File: config.mk
export PLATFORM = sky130hd
export DESIGN_NAME = exp_lut_scheduler
export DESIGN_NICKNAME = d
export VERILOG_FILES = /design/src/rtl/exp_lut_scheduler.sv
export SDC_FILE = /design/constraint.sdc
export NUM_CORES = 1
export LEC_CHECK = 0
export CAP_MARGIN = 20
export CORE_AREA = 3 3 259 261
export CTS_BUF_LIST = sky130_fd_sc_hd__clkbuf_2
export DETAILED_ROUTE_END_ITERATION = 6
export DIE_AREA = 0 0 262 264
export GPL_ROUTABILITY_DRIVEN = 0
export SYNTH_ARGS = -nofsm -noshare
export SYNTH_HDL_FRONTEND = slang
export SYNTH_SLANG_ARGS = --single-unit
File: constraint.sdc
create_clock -name i_clk -period 5.2 [get_ports i_clk]
set_clock_uncertainty 0.05 [all_clocks]
set_input_delay 0.52 -clock i_clk [delete_from_list [all_inputs] [get_ports i_clk]]
set_output_delay 0.52 -clock i_clk [all_outputs]
set_load 0.01 [all_outputs]
File: src/rtl/exp_lut_scheduler.sv
// Shares one fixed-latency exponential LUT between NUM_REQ requesters: round-robin
// grant, registered LUT operand, tag pipeline, and per-requester response slots.
module exp_lut_scheduler #(
    parameter int NUM_REQ     = 4,
    parameter int LUT_LATENCY = 0,
    parameter int DATA_W      = 64
) (
    input  logic                      i_clk,
    input  logic                      i_rst_n,
    input  logic [NUM_REQ-1:0]        i_req_valid,
    input  logic [NUM_REQ*DATA_W-1:0] i_req_value,
    output logic [NUM_REQ-1:0]        o_req_ready,
    output logic                      o_lut_valid,
    output logic [DATA_W-1:0]         o_lut_value,
    input  logic [DATA_W-1:0]         i_lut_exp,
    output logic [NUM_REQ-1:0]        o_rsp_valid,
    output logic [NUM_REQ*DATA_W-1:0] o_rsp_value,
    input  logic [NUM_REQ-1:0]        i_rsp_ready
);
    localparam int IDW = $clog2(NUM_REQ);

    typedef enum logic [1:0] {IDLE, BUSY, DONE} state_e;

    logic [NUM_REQ-1:0]            eligible;
    logic [NUM_REQ-1:0]            grant_oh;
    logic                          grant_any;
    logic [IDW-1:0]                winner;
    logic [IDW-1:0]                rr_q, rr_d;
    logic                          lut_vld_q;
    logic [DATA_W-1:0]             lut_val_q;
    logic [LUT_LATENCY:0]          vld_pipe_q;
    logic [LUT_LATENCY:0][IDW-1:0] id_pipe_q;
    logic                          cap;
    logic [IDW-1:0]                cap_id;

    // Round-robin search starting at rr_q; first eligible index wins.
    always_comb begin
        int idx;
        idx       = 0;
        grant_any = 1'b0;
        winner    = '0;
        grant_oh  = '0;
        for (int k = 0; k < NUM_REQ; k++) begin
            idx = int'(rr_q) + k;
            if (idx >= NUM_REQ) idx = idx - NUM_REQ;
            if (!grant_any && eligible[idx]) begin
                grant_any = 1'b1;
                winner    = IDW'(idx);
            end
        end
        if (grant_any && i_rst_n) grant_oh[winner] = 1'b1;
    end

    assign rr_d        = (winner == IDW'(NUM_REQ - 1)) ? '0 : winner + 1'b1;
    assign o_req_ready = grant_oh;
    assign o_lut_valid = lut_vld_q;
    assign o_lut_value = lut_val_q;
    assign cap         = vld_pipe_q[LUT_LATENCY];
    assign cap_id      = id_pipe_q[LUT_LATENCY];

    always_ff @(posedge i_clk or negedge i_rst_n) begin
        if (!i_rst_n) begin
            rr_q       <= '0;
            lut_vld_q  <= 1'b0;
            lut_val_q  <= '0;
            vld_pipe_q <= '0;
            id_pipe_q  <= '0;
        end else begin
            lut_vld_q     <= grant_any;
            vld_pipe_q[0] <= grant_any;
            id_pipe_q[0]  <= winner;
            if (grant_any) begin
                rr_q      <= rr_d;
                lut_val_q <= i_req_value[winner*DATA_W +: DATA_W];
            end
            for (int i = 1; i <= LUT_LATENCY; i++) begin
                vld_pipe_q[i] <= vld_pipe_q[i-1];
                id_pipe_q[i]  <= id_pipe_q[i-1];
            end
        end
    end

    // One outstanding lookup per requester: a slot is only refilled after it is consumed.
    for (genvar r = 0; r < NUM_REQ; r++) begin : g_lane
        state_e            state_q;
        logic              rsp_vld_q;
        logic [DATA_W-1:0] rsp_val_q;

        always_ff @(posedge i_clk or negedge i_rst_n) begin
            if (!i_rst_n) begin
                state_q   <= IDLE;
                rsp_vld_q <= 1'b0;
                rsp_val_q <= '0;
            end else begin
                case (state_q)
                    IDLE: if (grant_oh[r]) state_q <= BUSY;
                    BUSY: if (cap && cap_id == IDW'(r)) begin
                        state_q   <= DONE;
                        rsp_vld_q <= 1'b1;
                        rsp_val_q <= i_lut_exp;
                    end
                    DONE: if (i_rsp_ready[r]) begin
                        state_q   <= IDLE;
                        rsp_vld_q <= 1'b0;
                    end
                    default: state_q <= IDLE;
                endcase
            end
        end

        assign eligible[r]                       = i_req_valid[r] && (state_q == IDLE);
        assign o_rsp_valid[r]                    = rsp_vld_q;
        assign o_rsp_value[r*DATA_W +: DATA_W]   = rsp_val_q;
    end

endmodule
==> impl_results.md <==
* Pwr Density at 623 mW/mm^2
* Hold Vio Cnt, Final at 0
* Final worst slack at 0.888 ns
* Hold path depth at 3
* Drt initial violations at 442
* Fin crit period at 4.31 ns
* Mapped Nets at 1486
* Cell count after synthesis at 1154
* Critical path cell sequence: or3b_1, a311oi_1, or2_2, nand3_1, nor2_1, clkdlybuf4s50_1
* Largest net degree at the start of global routing at 143
* Min-Delay Path Class: in -> reg
* Area contributors post-synth: dfrtp_1 57%, mux2_2 19%, a211oi_1 6.5%, mux2i_1 4.3%, a221oi_1 3.8%
* Routed len/inst at 20.5 um
* ANT nets after route at 0
* Vias in the first global route at 14600
* Reg-to-Reg End: o_lut_value[3]$_DFFE_PN0N_
* Number of remaining DRC errors at 0
* Sequential power share at 30.1%
* WL final at 61.0 mm
* P_sw at 6.03 mW
* Post-Synthesis Cell Area at 0.0149 sq mm
* Post-synth cell types at 38
* Worst Hold End: o_lut_value[16]$_DFFE_PN0N_
* Post-synth EDFFs at 0
* Die Wd at 262 um
* Initial core utilization at 23.1%
* GRT overflow at 0
* Sw Ratio at 37.9%
* Reg2reg start: g_lane[0].state_q[0]$_DFFE_PN0P_
* Hold Slack at 0.236 ns
* Post-synth top area cell: dfrtp_1
* CTS Buf Count at 92
* Clk Latency, worst-skew pair at 1.02 ns
* Synthesis-stage register bit count at 337
* Max-slew headroom at 23.0%
* Reg2reg setup slack at 0.97 ns
* Most numerous cell in the Yosys netlist: dfrtp_1
* Vias at 13600
* H-tree levels at 3
* First-pass GRT wire length at 90.3 mm
* CTS max path bufs at 3
* R2R depth at 9
* Post-DP HPWL at 44.1 mm
* Internal power at 9.89 mW
* Area Overhead vs Synth at 71.2%
* Drt pass-1 iters at 4
* Ports at 659
* WP data arrival at 3.74 ns
* Clk sinks at 337
* IO Port Bufs at 658
* Setup crit end kind: primary output
* Worst Tran Pin Value at 1.15 ns
* Mean Syn Cell Area at 12.9 sq um
* Dpl ws at 1.33 ns
* Slowest Stage Delay on Critical Path at 0.67 ns
* Post-CTS Setup Inserts at 0
* VDD IR max at 0.000298 V
* Max-slew violations at 0
* Initial antenna violation count at 6
* Status: completed
* WS Path Type: reg -> out
* Predominant post-synthesis flop cell: dfrtp_1
* Core Box Area at 0.0647 sq mm
* Vias per inst at 4.55
* Die area at 0.0692 sq mm
* Fin nets at 2397
* FFs w/ async S/R, synth at 100%
* Period utilisation layout at 82.9%
* CP Buf/Inv Count at 1
* Chip Height at 264 um
* Fmax achieved at 232 MHz
* Worst setup SP type: register
* Clk network pwr share at 11.8%
* Top cell family by delay on the critical path: simple AND/OR/NAND/NOR gates
* Worst Path Max Fanout at 13
* Root buffer cell: clkbuf_2
* CTS tree: yes
* Final setup vio count at 0
* Reg clk slew, reported paths at 0.11 ns
* Setup TNS at 0 ns
* Worst Hold Launch: i_req_value[208]
* FP Rows at 93
* Ys Warns at 0
* Post-synthesis sequential area ratio at 56.5%
* Worst path slowest cell: clkdlybuf4s50_1
* Power share of the combinational group at 58.1%
* Layout cells sized above 1 at 20.4%
* Unrepaired setup endpoints after global routing: false
* GRT Total Usage at 17.2%
* Synth cell count leaders: 337 x dfrtp_1, 257 x mux2_2, 130 x a211oi_1
* Max-Cap Viols at 0
* Synth top area share at 56.5%
* CP required at 4.63 ns
* Leakage dissipation at 10.7 nW
-- logic make-up after synthesis --
kind of cell | share of synthesized area [%]
flops | 56.5
buf+inv | 5.00
fa+ha+maj | 0.168
compound gates | 11.2
simple gates | 3.45
mux | 23.7
-- flip-flops by register name, summed over array words and instances (netlist names) --
signal	cells
g_lane.state_q	8
o_lut_value	64
cap_id	2
g_lane.rsp_vld_q	4
rr_q	2
cap	1
g_lane.rsp_val_q	256
-- metrics by stage --
step                instance area, sq um  cells  utilization (%)  total power, mW
floorplan                          14900   1154                -             8.86
detailed placement                 22300   2587             34.5             13.2
CTS                                25500   2979             39.5             16.1
global placement                   22300   2587             34.5             13.0
global route                       25600   2982             39.5             16.9
finish                             25600   2982             39.5             15.9
-- cells in the final DEF (no fill, tap or decap), types with 64 or more instances in the layout --
cell / instances
a221oi_1: 64
a211oi_1: 130
clkbuf_2: 131
clkdlybuf4s50_1: 657
mux2_2: 257
mux2i_1: 64
inv_1: 68
nor2_1: 80
dfrtp_1: 337
dlygate4sd3_1: 237
-- layout make-up --
type                            count  area, sq um
Antenna cell                        2         5.00
Sequential cell                   337         8430
Fill cell                        6216        39100
Clock buffer                      131          656
Clock inverter                     23          153
Timing Repair Buffer              915         9160
Inverter                           69          262
Tap cell                          855         1070
Multi-Input combinational cell    650         5820
-- power by group through the flow --
stage | clock network [mW] | logic [mW] | registers, mW
2_1_floorplan | 0 | 3.54 | 5.32
3_3_place_gp | 0 | 8.18 | 4.78
3_5_place_dp | 0 | 8.30 | 4.86
4_1_cts | 2.01 | 9.27 | 4.80
5_1_grt | 2.14 | 9.83 | 4.95
6_report | 1.88 | 9.26 | 4.79
-- how the worst max path moves through the flow --
stage	depth (start not counted)	from	slack [ns]	end
2_1_floorplan	10	i_req_valid[1]	2.45	o_req_ready[2]
3_3_place_gp	7	i_req_valid[1]	1.34	o_req_ready[1]
3_5_place_dp	7	i_req_valid[1]	1.33	o_req_ready[1]
4_1_cts	6	g_lane[1].state_q[0]$_DFFE_PN0P_	0.62	o_req_ready[1]
5_1_grt	6	g_lane[1].state_q[0]$_DFFE_PN0P_	0.52	o_req_ready[1]
6_report	6	g_lane[1].state_q[0]$_DFFE_PN0P_	0.89	o_req_ready[1]
-- what timing repair did --
item	CTS	global route
setup endpoints to repair	0	0
gates resized for setup	0	0
hold buffers	238	0
endpoints found under the hold margin	510	0
-- tightest hold or removal path, cell delays in order --
cell and delay (ns):
clkdlybuf4s50_1 0.40, a211oi_1 0.25, a211oi_1 0.08
-- metal layers --
metal | routed length [um] | vias up | global-route usage, %
met5 | 23 | - | 0
met4 | 2710 | 4 | 8.42
met3 | 4860 | 139 | 4.76
met2 | 31300 | 660 | 31.2
met1 | 22200 | 6662 | 18.1
li1 | - | 6099 | -
Power figures use the tool's default switching activity.
